===== src/rtl/serial_ripple_subtractor.sv =====
// Bit-serial subtractor: d = a_in - b_in - bw_in, one bit per clock, LSB first.
// A single full-subtractor cell is reused; results load on the final bit edge.
module serial_ripple_subtractor #(
  parameter int unsigned WIDTH = 4
) (
  input  logic             clk,
  input  logic             rst_n,
  input  logic             start,
  input  logic [WIDTH-1:0] a_in,
  input  logic [WIDTH-1:0] b_in,
  input  logic             bw_in,
  output logic [WIDTH-1:0] d,
  output logic             bout,
  output logic             ovf,
  output logic             busy,
  output logic             done
);

  localparam int unsigned CntW = $clog2(WIDTH);
  localparam logic [CntW-1:0] LastBit = CntW'(WIDTH - 1);

  typedef enum logic [1:0] {StIdle, StShift, StDone} state_e;

  state_e state_q, state_d;

  logic [WIDTH-1:0] a_q, a_d;
  logic [WIDTH-1:0] b_q, b_d;
  logic [WIDTH-1:0] res_q, res_d;
  logic [WIDTH-1:0] d_q, d_d;
  logic [CntW-1:0]  cnt_q, cnt_d;
  logic             br_q, br_d;
  logic             bout_q, bout_d;
  logic             ovf_q, ovf_d;

  logic a_bit, b_bit, diff_bit, br_next;

  // Operands stay unshifted so their sign bits remain available for ovf.
  assign a_bit    = a_q[cnt_q];
  assign b_bit    = b_q[cnt_q];
  assign diff_bit = a_bit ^ b_bit ^ br_q;
  assign br_next  = (~a_bit & b_bit) | (~(a_bit ^ b_bit) & br_q);

  always_comb begin
    state_d = state_q;
    a_d     = a_q;
    b_d     = b_q;
    res_d   = res_q;
    d_d     = d_q;
    cnt_d   = cnt_q;
    br_d    = br_q;
    bout_d  = bout_q;
    ovf_d   = ovf_q;

    unique case (state_q)
      StIdle, StDone: begin
        if (start) begin
          state_d = StShift;
          a_d     = a_in;
          b_d     = b_in;
          br_d    = bw_in;
          cnt_d   = '0;
        end else begin
          state_d = StIdle;
        end
      end
      StShift: begin
        // MSB-in shift: after WIDTH steps bit 0 sits at res[0].
        res_d = {diff_bit, res_q[WIDTH-1:1]};
        br_d  = br_next;
        cnt_d = cnt_q + 1'b1;
        if (cnt_q == LastBit) begin
          state_d = StDone;
          d_d     = {diff_bit, res_q[WIDTH-1:1]};
          bout_d  = br_next;
          ovf_d   = (a_q[WIDTH-1] ^ b_q[WIDTH-1]) & (diff_bit ^ a_q[WIDTH-1]);
        end
      end
      default: state_d = StIdle;
    endcase
  end

  always_ff @(posedge clk or negedge rst_n) begin
    if (!rst_n) begin
      state_q <= StIdle;
      a_q     <= '0;
      b_q     <= '0;
      res_q   <= '0;
      d_q     <= '0;
      cnt_q   <= '0;
      br_q    <= 1'b0;
      bout_q  <= 1'b0;
      ovf_q   <= 1'b0;
    end else begin
      state_q <= state_d;
      a_q     <= a_d;
      b_q     <= b_d;
      res_q   <= res_d;
      d_q     <= d_d;
      cnt_q   <= cnt_d;
      br_q    <= br_d;
      bout_q  <= bout_d;
      ovf_q   <= ovf_d;
    end
  end

  assign d    = d_q;
  assign bout = bout_q;
  assign ovf  = ovf_q;
  assign busy = (state_q == StShift);
  assign done = (state_q == StDone);

endmodule


===== config.mk =====
export PLATFORM = sky130hd
export DESIGN_NAME = serial_ripple_subtractor
export DESIGN_NICKNAME = d
export VERILOG_FILES = /design/src/rtl/serial_ripple_subtractor.sv
export SDC_FILE = /design/constraint.sdc
export NUM_CORES = 1
export LEC_CHECK = 0
export CAP_MARGIN = 30
export CORE_MARGIN = 2
export CORE_UTILIZATION = 45
export DETAILED_ROUTE_END_ITERATION = 10
export HOLD_SLACK_MARGIN = 0.08
export PLACE_DENSITY = 0.73
export RECOVER_POWER = 25
export SLEW_MARGIN = 15
export SYNTH_ARGS = -nofsm -noshare
export SYNTH_HDL_FRONTEND = slang
export SYNTH_SLANG_ARGS = --single-unit
export TNS_END_PERCENT = 20

===== constraint.sdc =====
create_clock -name clk -period 2.28 [get_ports clk]
set_input_delay 0.684 -clock clk [delete_from_list [all_inputs] [get_ports clk]]
set_output_delay 0.684 -clock clk [all_outputs]
set_load 0.1 [all_outputs]

After elaboration in Yosys (flattened, before gate mapping). Index checks and enable logic that the tools add are counted.

Bits in registers: 23. Bits of input ports: 12. Output and inout port bits: 8. Logic and storage cells: 43.

Add/sub/neg operators: 1. $lt $le $gt $ge: 1. Eq/ne operators: 5. Muxes and demuxes: 11. Bitwise gates (word level): 10. Reduce and logical (&&, ||, !) cells: 6.

Operators by type and width (number): $pmux W2 S2 (2); $reduce_and A2 Y1 (3); $bmux W1 S2 (2); $eq A2 B2 Y1 const B (2); $mux W1 (4); $mux W2 (2); $xor A1 B1 Y1 (4); $and A1 B1 Y1 (3); $lt A2 B3 Y1 const B (1); $add A2 B1 Y2 const B (1); $eq A2 B1 Y1 const B (1); $logic_not A2 Y1 (1); $ne A2 B1 Y1 const B (1); $ne A2 B2 Y1 const B (1); $not A1 Y1 (2); $pmux W1 S2 (1); $reduce_bool A2 Y1 (1); $reduce_or A2 Y1 (1); $or A1 B1 Y1 (1).

Depth between registers and ports, before layout. Gate-level depths: netlist of run 1.

Depth after elaboration: 7. Mapped depth: 6. Gate-level depth less buffers: 6.

Least setup slack after synthesis of run 1. No wires, ideal clock.

Path kind: register to register. From: reg cnt_q[0]. To: reg ovf_q (netlist: ovf). Library setup time: 0.130 ns. Data arrival time: 1.791 ns. Required time: 2.150 ns. Path slack: 0.358 ns. Stages on the path, launching flop included: 6. Path buffers: 0. Clock period less this slack: 1.922 ns. Cell sequence: dfrtp_1 -> mux4_2 -> fa_1 -> and3b_1 -> a21oi_1 -> o21ai_0.

Word-level cells in the longest chain between the ends: 6. Elaborated cells between the ends (all ways): 10. Those cells by class: eq/ne: 1; mux: 4; bitwise: 4; reduce/logical: 1.

Ends and longest elaborated chain: from (decl) (line 30) `logic [CntW-1:0] cnt_q, cnt_d;`; from (signal assigned) (line 99) `cnt_q <= cnt_d;`; $bmux W1 S2, on equally long branches (line 38, 39); $mux W1, on equally long branches (line 38, 39); $xor A1 B1 Y1 * (2 in a row) (line 40) `assign diff_bit = a_bit ^ b_bit ^ br_q;`; via diff_bit (line 35) `logic a_bit, b_bit, diff_bit, br_next;`; $xor A1 B1 Y1 * (line 75) `ovf_d = (a_q[WIDTH-1] ^ b_q[WIDTH-1]) & (diff_bit ^ a_q[WIDTH-1]);`; $and A1 B1 Y1 * (line 75); to (signal assigned) (line 102) `ovf_q <= ovf_d;`; to (decl) (line 33) `logic ovf_q, ovf_d;`.

Mark *: on every way through the listed nets, which the timed path passes. The rest lies on a longest branch. The select of a mux whose other input is x is not followed. A chain may end at the register's enable or synchronous reset.

Worst setup path after layout of run 1.
From: reg state_q[0]. To: out busy.

Word-level cells in the longest chain between the ends: 1.

Ends and longest elaborated chain: from (decl) (line 24) `state_e state_q, state_d;`; from (signal assigned) (line 84) `state_q <= StIdle;`; from (signal assigned) (line 94) `state_q <= state_d;`; $eq A2 B1 Y1 (line 109) `assign busy = (state_q == StShift);`; to (decl) (line 15) `output logic busy,`.

No other way between the ends.

==> impl_metrics.yaml, run 1 <==
synthesis:
  ys_seq_elements: 22
  yosys_warnings: 0
  syn_inst: 89
  syn-cell-area_sq_um: 957
  ys_seq_area_share_pct: 57.5
  synth_area_per_cell_sq_um: 10.8
  syn_nets: 103
  ys_types: 23
detailed_routing:
  wl_mm: 1.59
  vias_per_cell: 4.88
  drcViolationCount: 0
  ant_nets: 0
  dr.pass1.iters: 2
  num_vias: 673
  drtIter0Drc: 2
  routedWlPerCell_microns: 11.5
critical_path:
  cp-end-kind: "primary output"
  critical-path-top-delay-family: "flip-flops"
  slowest_delay_ps: 440
  crit_path_top_delay_cell: "dfrtp_1"
  crit_required_ps: 1600
  path_class: "register to primary output"
  cp_max_fo: 8
  cp-start-kind: "register"
  arrival_ps: 1360
  crit_chain: "nand2b_1 > clkinv_4 > buf_12"
  crit_buf_inv: 2
sta:
  slew_headroom_pct: 25.3
  fin_skew_ps: 4.93
  worstMarginPinSlew_ps: 1120
  finalCritPeriodShare_pct: 89.8
  finalSetupViolations: 0
  clock.fmax_mhz: 488
  final_max_slew_viol_count: 0
  hold_viol: 0
  rsz0062_at_grt: "false"
  fin_setup_tns_ps: 0
  period_needed_ps: 2050
final_layout:
  layout_commonest_cell: "nand2_1"
  num-fill-cells: 156
  final_cell_mix: "35 x nand2_1, 22 x dfrtp_1, 10 x clkdlybuf4s50_1"
  antenna_cells: 0
  nets: 126
  drive_above_1_share_pct: 19.8
  area_growth_pct: 26.4
global_route:
  grt_max_degree: 23
  grt_pass1_vias: 668
  track_usage_pct: 15.0
  grt_overflow_total: 0
  antenna_found_initial: 0
  grt_pass1_wl_mm: 2.83
place:
  routabilityCongestion: 0.763
  portBuffers: 19
  dp_hpwl_mm: 1.25
die:
  die_y_microns: 50.1
  boundaryPins: 20
  rows: 16
  dieArea_sq_mm: 0.00251
  core_area_sq_mm: 0.00198
  die_width_microns: 50.1
  start_util_pct: 48.3
clocking:
  clkLatencyLatePin_ps: 300
  cts.path.max_buffers: 2
  clock_sinks: 22
  htree_levels: 1
  post-cts-setup-buffer-count: 0
  cts_resized: 0
  postCtsHoldBufs: 0
  cts_buffers: 3
  cts_tree: "built"
  clk_pin_slew_ps: 120
  root_buffer: "clkbuf_4"
status:
  outcome: "completed"
flow_run:
  maxCapViolCount: 0
min_path:
  hp-class: "register to register"
## flip-flops by register name, summed over array words and instances (netlist names), 2 cells and up
| signal | cells |
|---|---|
| res_q | 3 |
| b_q | 4 |
| cnt_q | 2 |
| a_q | 4 |
| state_q | 2 |
| d | 4 |
## Yosys cell counts
master / instances / share of area [%]
nand2_1: 35 / 14
dfrtp_1: 22 / 58
mux2_2: 4 / 4.7
o21ai_0: 4 / 2.1
inv_1: 3 / 1.2
mux4_2: 2 / 4.7
nand2b_1: 2 / 1.3
nor2_1: 2 / 0.78
a21oi_1: 1 / 0.52
a221o_1: 1 / 1.0
a22o_1: 1 / 0.92
and2b_1: 1 / 0.78
and3b_1: 1 / 0.92
buf_2: 1 / 0.52
buf_4: 1 / 0.78
buf_6: 1 / 1.2
clkinv_4: 1 / 0.92
fa_1: 1 / 2.1
ha_1: 1 / 1.3
nand3_1: 1 / 0.52
nand3b_2: 1 / 1.2
nor2_2: 1 / 0.65
nor2b_1: 1 / 0.65
## worst register-to-register path, cell delays in order (launching register included)
cell,delay [ps]
dfrtp_1,460
mux4_2,540
fa_1,510
and3b_1,200
a21oi_1,100
o21ai_0,80
## area by class of cell
cell class,instances,area (sq um),share of cell area [%]
flip-flops and latches,22,551,45.5
clock buffers,4,36.3,3.00
inverters,4,20.0,1.65
well taps,27,33.8,2.79
repair buffers,21,206,17.1
multi-input cells,60,363,30.0
## through the flow
step           util [%]  instance area (sq um)  instances  hold slack (ps)  setup slack (ps)
6_report           61.0                   1210        138              485               232
5_1_grt            61.0                   1210        138              521               112
4_1_cts            61.2                   1210        138              488               201
3_5_place_dp       59.4                   1180        134              459               296
3_3_place_gp       59.4                   1180        134              456               329
2_1_floorplan         -                    957         89              388               358
## worst paths after layout
path / start / endpoint / slack [ps] / cells after the start
worst max-delay path: state_q[0]$_DFFE_PN0P_ / busy / 230 / 3
worst min-delay path: b_q[2]$_DFFE_PN0P_ / b_q[2]$_DFFE_PN0P_ / 480 / 2
max in group asynchronous: rst_n / state_q[1]$_DFFE_PN0P_ / 520 / 2
worst min register to register: b_q[2]$_DFFE_PN0P_ / b_q[2]$_DFFE_PN0P_ / 480 / 2
worst max register to register: cnt_q[0]$_DFFE_PN0P_ / ovf$_DFFE_PN0P_ / 290 / 5
min in group asynchronous: rst_n / d[2]$_DFFE_PN0P_ / 1100 / 2
## cells by family (layout without fill, tap and decap cells)
group                    Yosys count  after routing  synth area share, %
adder cells (fa/ha/maj)            2              2                 3.40
AND/OR/NAND/NOR                   45             45                 20.5
buffers and inverters              7             29                 4.57
flip-flops                        22             22                 57.5
multiplexers                       6              6                 9.41
AO/OA/AOI/OAI                      7              7                 4.57
## metal layers
| layer | wire length [microns] | global-route usage [%] |
|---|---|---|
| met5 | 0 | 0 |
| met4 | 29 | 5.56 |
| met3 | 63 | 3.33 |
| met2 | 820 | 26.3 |
| met1 | 678 | 17.7 |
Power of run 1 is not shown: default switching activity piles up to over one toggle a cycle in this logic, so the estimate is an artifact.
==> inputs of run 2 (changes only) <==
--- a/config.mk
+++ b/config.mk
@@ -6,11 +6,13 @@
 export NUM_CORES = 1
 export LEC_CHECK = 0
 export CAP_MARGIN = 30
+export CELL_PAD_IN_SITES_DETAIL_PLACEMENT = 0
+export CELL_PAD_IN_SITES_GLOBAL_PLACEMENT = 1
 export CORE_MARGIN = 2
-export CORE_UTILIZATION = 45
+export CORE_UTILIZATION = 34
 export DETAILED_ROUTE_END_ITERATION = 10
 export HOLD_SLACK_MARGIN = 0.08
-export PLACE_DENSITY = 0.73
+export PLACE_DENSITY = 0.74
 export RECOVER_POWER = 25
 export SLEW_MARGIN = 15
 export SYNTH_ARGS = -nofsm -noshare
==> constraint.sdc (replaced) <==
create_clock -name clk -period 1.75 [get_ports clk]
set_input_delay 0.525 -clock clk [delete_from_list [all_inputs] [get_ports clk]]
set_output_delay 0.525 -clock clk [all_outputs]
set_load 0.1 [all_outputs]
==> impl_metrics.yaml, run 2 (same netlist as run 1, synthesis figures left out) <==
min_path:
  holdCritStartpoint: "res_q[1]$_DFFE_PN0P_"
  hp-class: "register to register"
detailed_routing:
  ant_nets: 0
  drcViolationCount: 0
  routedWlPerCell_microns: 12.2
  wl_mm: 1.80
  vias_per_cell: 4.82
  dr.pass1.iters: 4
  drtIter0Drc: 9
  num_vias: 709
global_route:
  grt_overflow_total: 0
  grt_max_degree: 23
  antenna_found_initial: 0
  grt_pass1_wl_mm: 3.13
  grt_pass1_vias: 723
  track_usage_pct: 12.6
status:
  violations: "negative setup slack"
  outcome: "finished with violations"
final_layout:
  nets: 132
  drive_above_1_share_pct: 26.7
  final_cell_mix: "35 x nand2_1, 22 x dfrtp_1, 10 x clkdlybuf4s50_1"
  layout_commonest_cell: "nand2_1"
  area_growth_pct: 38.7
  antenna_cells: 0
die:
  dieArea_sq_mm: 0.00326
  rows: 19
  boundaryPins: 20
  die_y_microns: 57.1
  start_util_pct: 35.3
  die_width_microns: 57.1
  core_area_sq_mm: 0.00271
sta:
  clock.fmax_mhz: 519
  finalCritPeriodShare_pct: 110
  final_max_slew_viol_count: 0
  fin_skew_ps: 1.88
  setup_ws_ps: -177
  fin_setup_tns_ps: -268
  rsz0062_at_grt: "true"
  period_needed_ps: 1930
  hold_viol: 0
  finalSetupViolations: 2
  worstMarginPinSlew_ps: 542
  slew_headroom_pct: 63.9
place:
  routabilityCongestion: 0.709
  portBuffers: 19
  dp_hpwl_mm: 1.39
critical_path:
  crit_start: "cnt_q[0]$_DFFE_PN0P_"
  path_class: "register to register"
  crit_chain: "mux4_2 > inv_2 > fa_2 > and3b_1 > a21oi_1 > o21ai_1"
  cp-start-kind: "register"
  crit_required_ps: 1950
  slowest_delay_ps: 520
  arrival_ps: 2120
  r2r-start: "cnt_q[0]$_DFFE_PN0P_"
  cp_max_fo: 4
  crit_path_top_delay_cell: "mux4_2"
  cp-end-kind: "register"
clocking:
  cts_tree: "built"
  cts.path.max_buffers: 2
  postCtsHoldBufs: 0
  clk_pin_slew_ps: 110
  cts_buffers: 3
  clock_sinks: 22
  root_buffer: "clkbuf_4"
  htree_levels: 1
  clkLatencyLatePin_ps: 300
flow_run:
  maxCapViolCount: 0
==> run 2: cell type report <==
type,instances,area (sq um)
flip-flops and latches,22,551
well taps,31,38.8
inverters,4,20.0
multi-input cells,60,368
clock buffers,3,22.5
fillers,267,1380
repair buffers,27,328
==> run 2: timing repair <==
item / in CTS / in global routing
gates resized for setup: 0 / 2
setup endpoints to repair: 2 / 5
pin swaps: 0 / 1
setup buffers: 0 / 0
==> run 2: through the flow <==
stage / setup WS [ps] / instance area (sq um) / utilization [%] / hold slack, ps / cells
2_1_floorplan: -152 / 957 / - / 229 / 89
3_3_place_gp: -150 / 1300 / 48.1 / 458 / 144
3_5_place_dp: -186 / 1300 / 48.1 / 466 / 144
4_1_cts: -202 / 1330 / 48.9 / 496 / 147
5_1_grt: -274 / 1330 / 49.0 / 538 / 147
6_report: -177 / 1330 / 49.0 / 493 / 147
==> run 2: worst paths after layout <==
path	end	slack, ps	depth (start not counted)
min in group asynchronous	d[0]$_DFFE_PN0P_	720	2
max in group asynchronous	a_q[1]$_DFFE_PN0P_	670	2
setup / recovery	ovf$_DFFE_PN0P_	-180	6
setup reg to reg	ovf$_DFFE_PN0P_	-180	6
hold reg to reg	res_q[1]$_DFFE_PN0P_	490	2
hold / removal	res_q[1]$_DFFE_PN0P_	490	2
==> run 2: routing by layer <==
metal  routed length (microns)  global-route usage [%]  vias up  part of all wire [%]
met5                         0                       0        -                     0
met3                        95                    2.27        4                   5.3
li1                          -                       -      343                     -
met2                       899                    22.7       23                    50
met1                       786                    14.8      339                    44
met4                        19                    4.98        0                   1.1
==> run 2: worst max-delay path: cells and delay by family, from the launching register on <==
| kind | cells | cell delay, ps |
|---|---|---|
| muxes | 1 | 520 |
| adders and majority gates | 1 | 450 |
| DFF | 1 | 420 |
| and+or+nand+nor | 1 | 180 |
| AOI/OAI and AO/OA | 2 | 170 |
| buffers and inverters | 1 | 70 |
Power of run 2 is left out for the same reason.
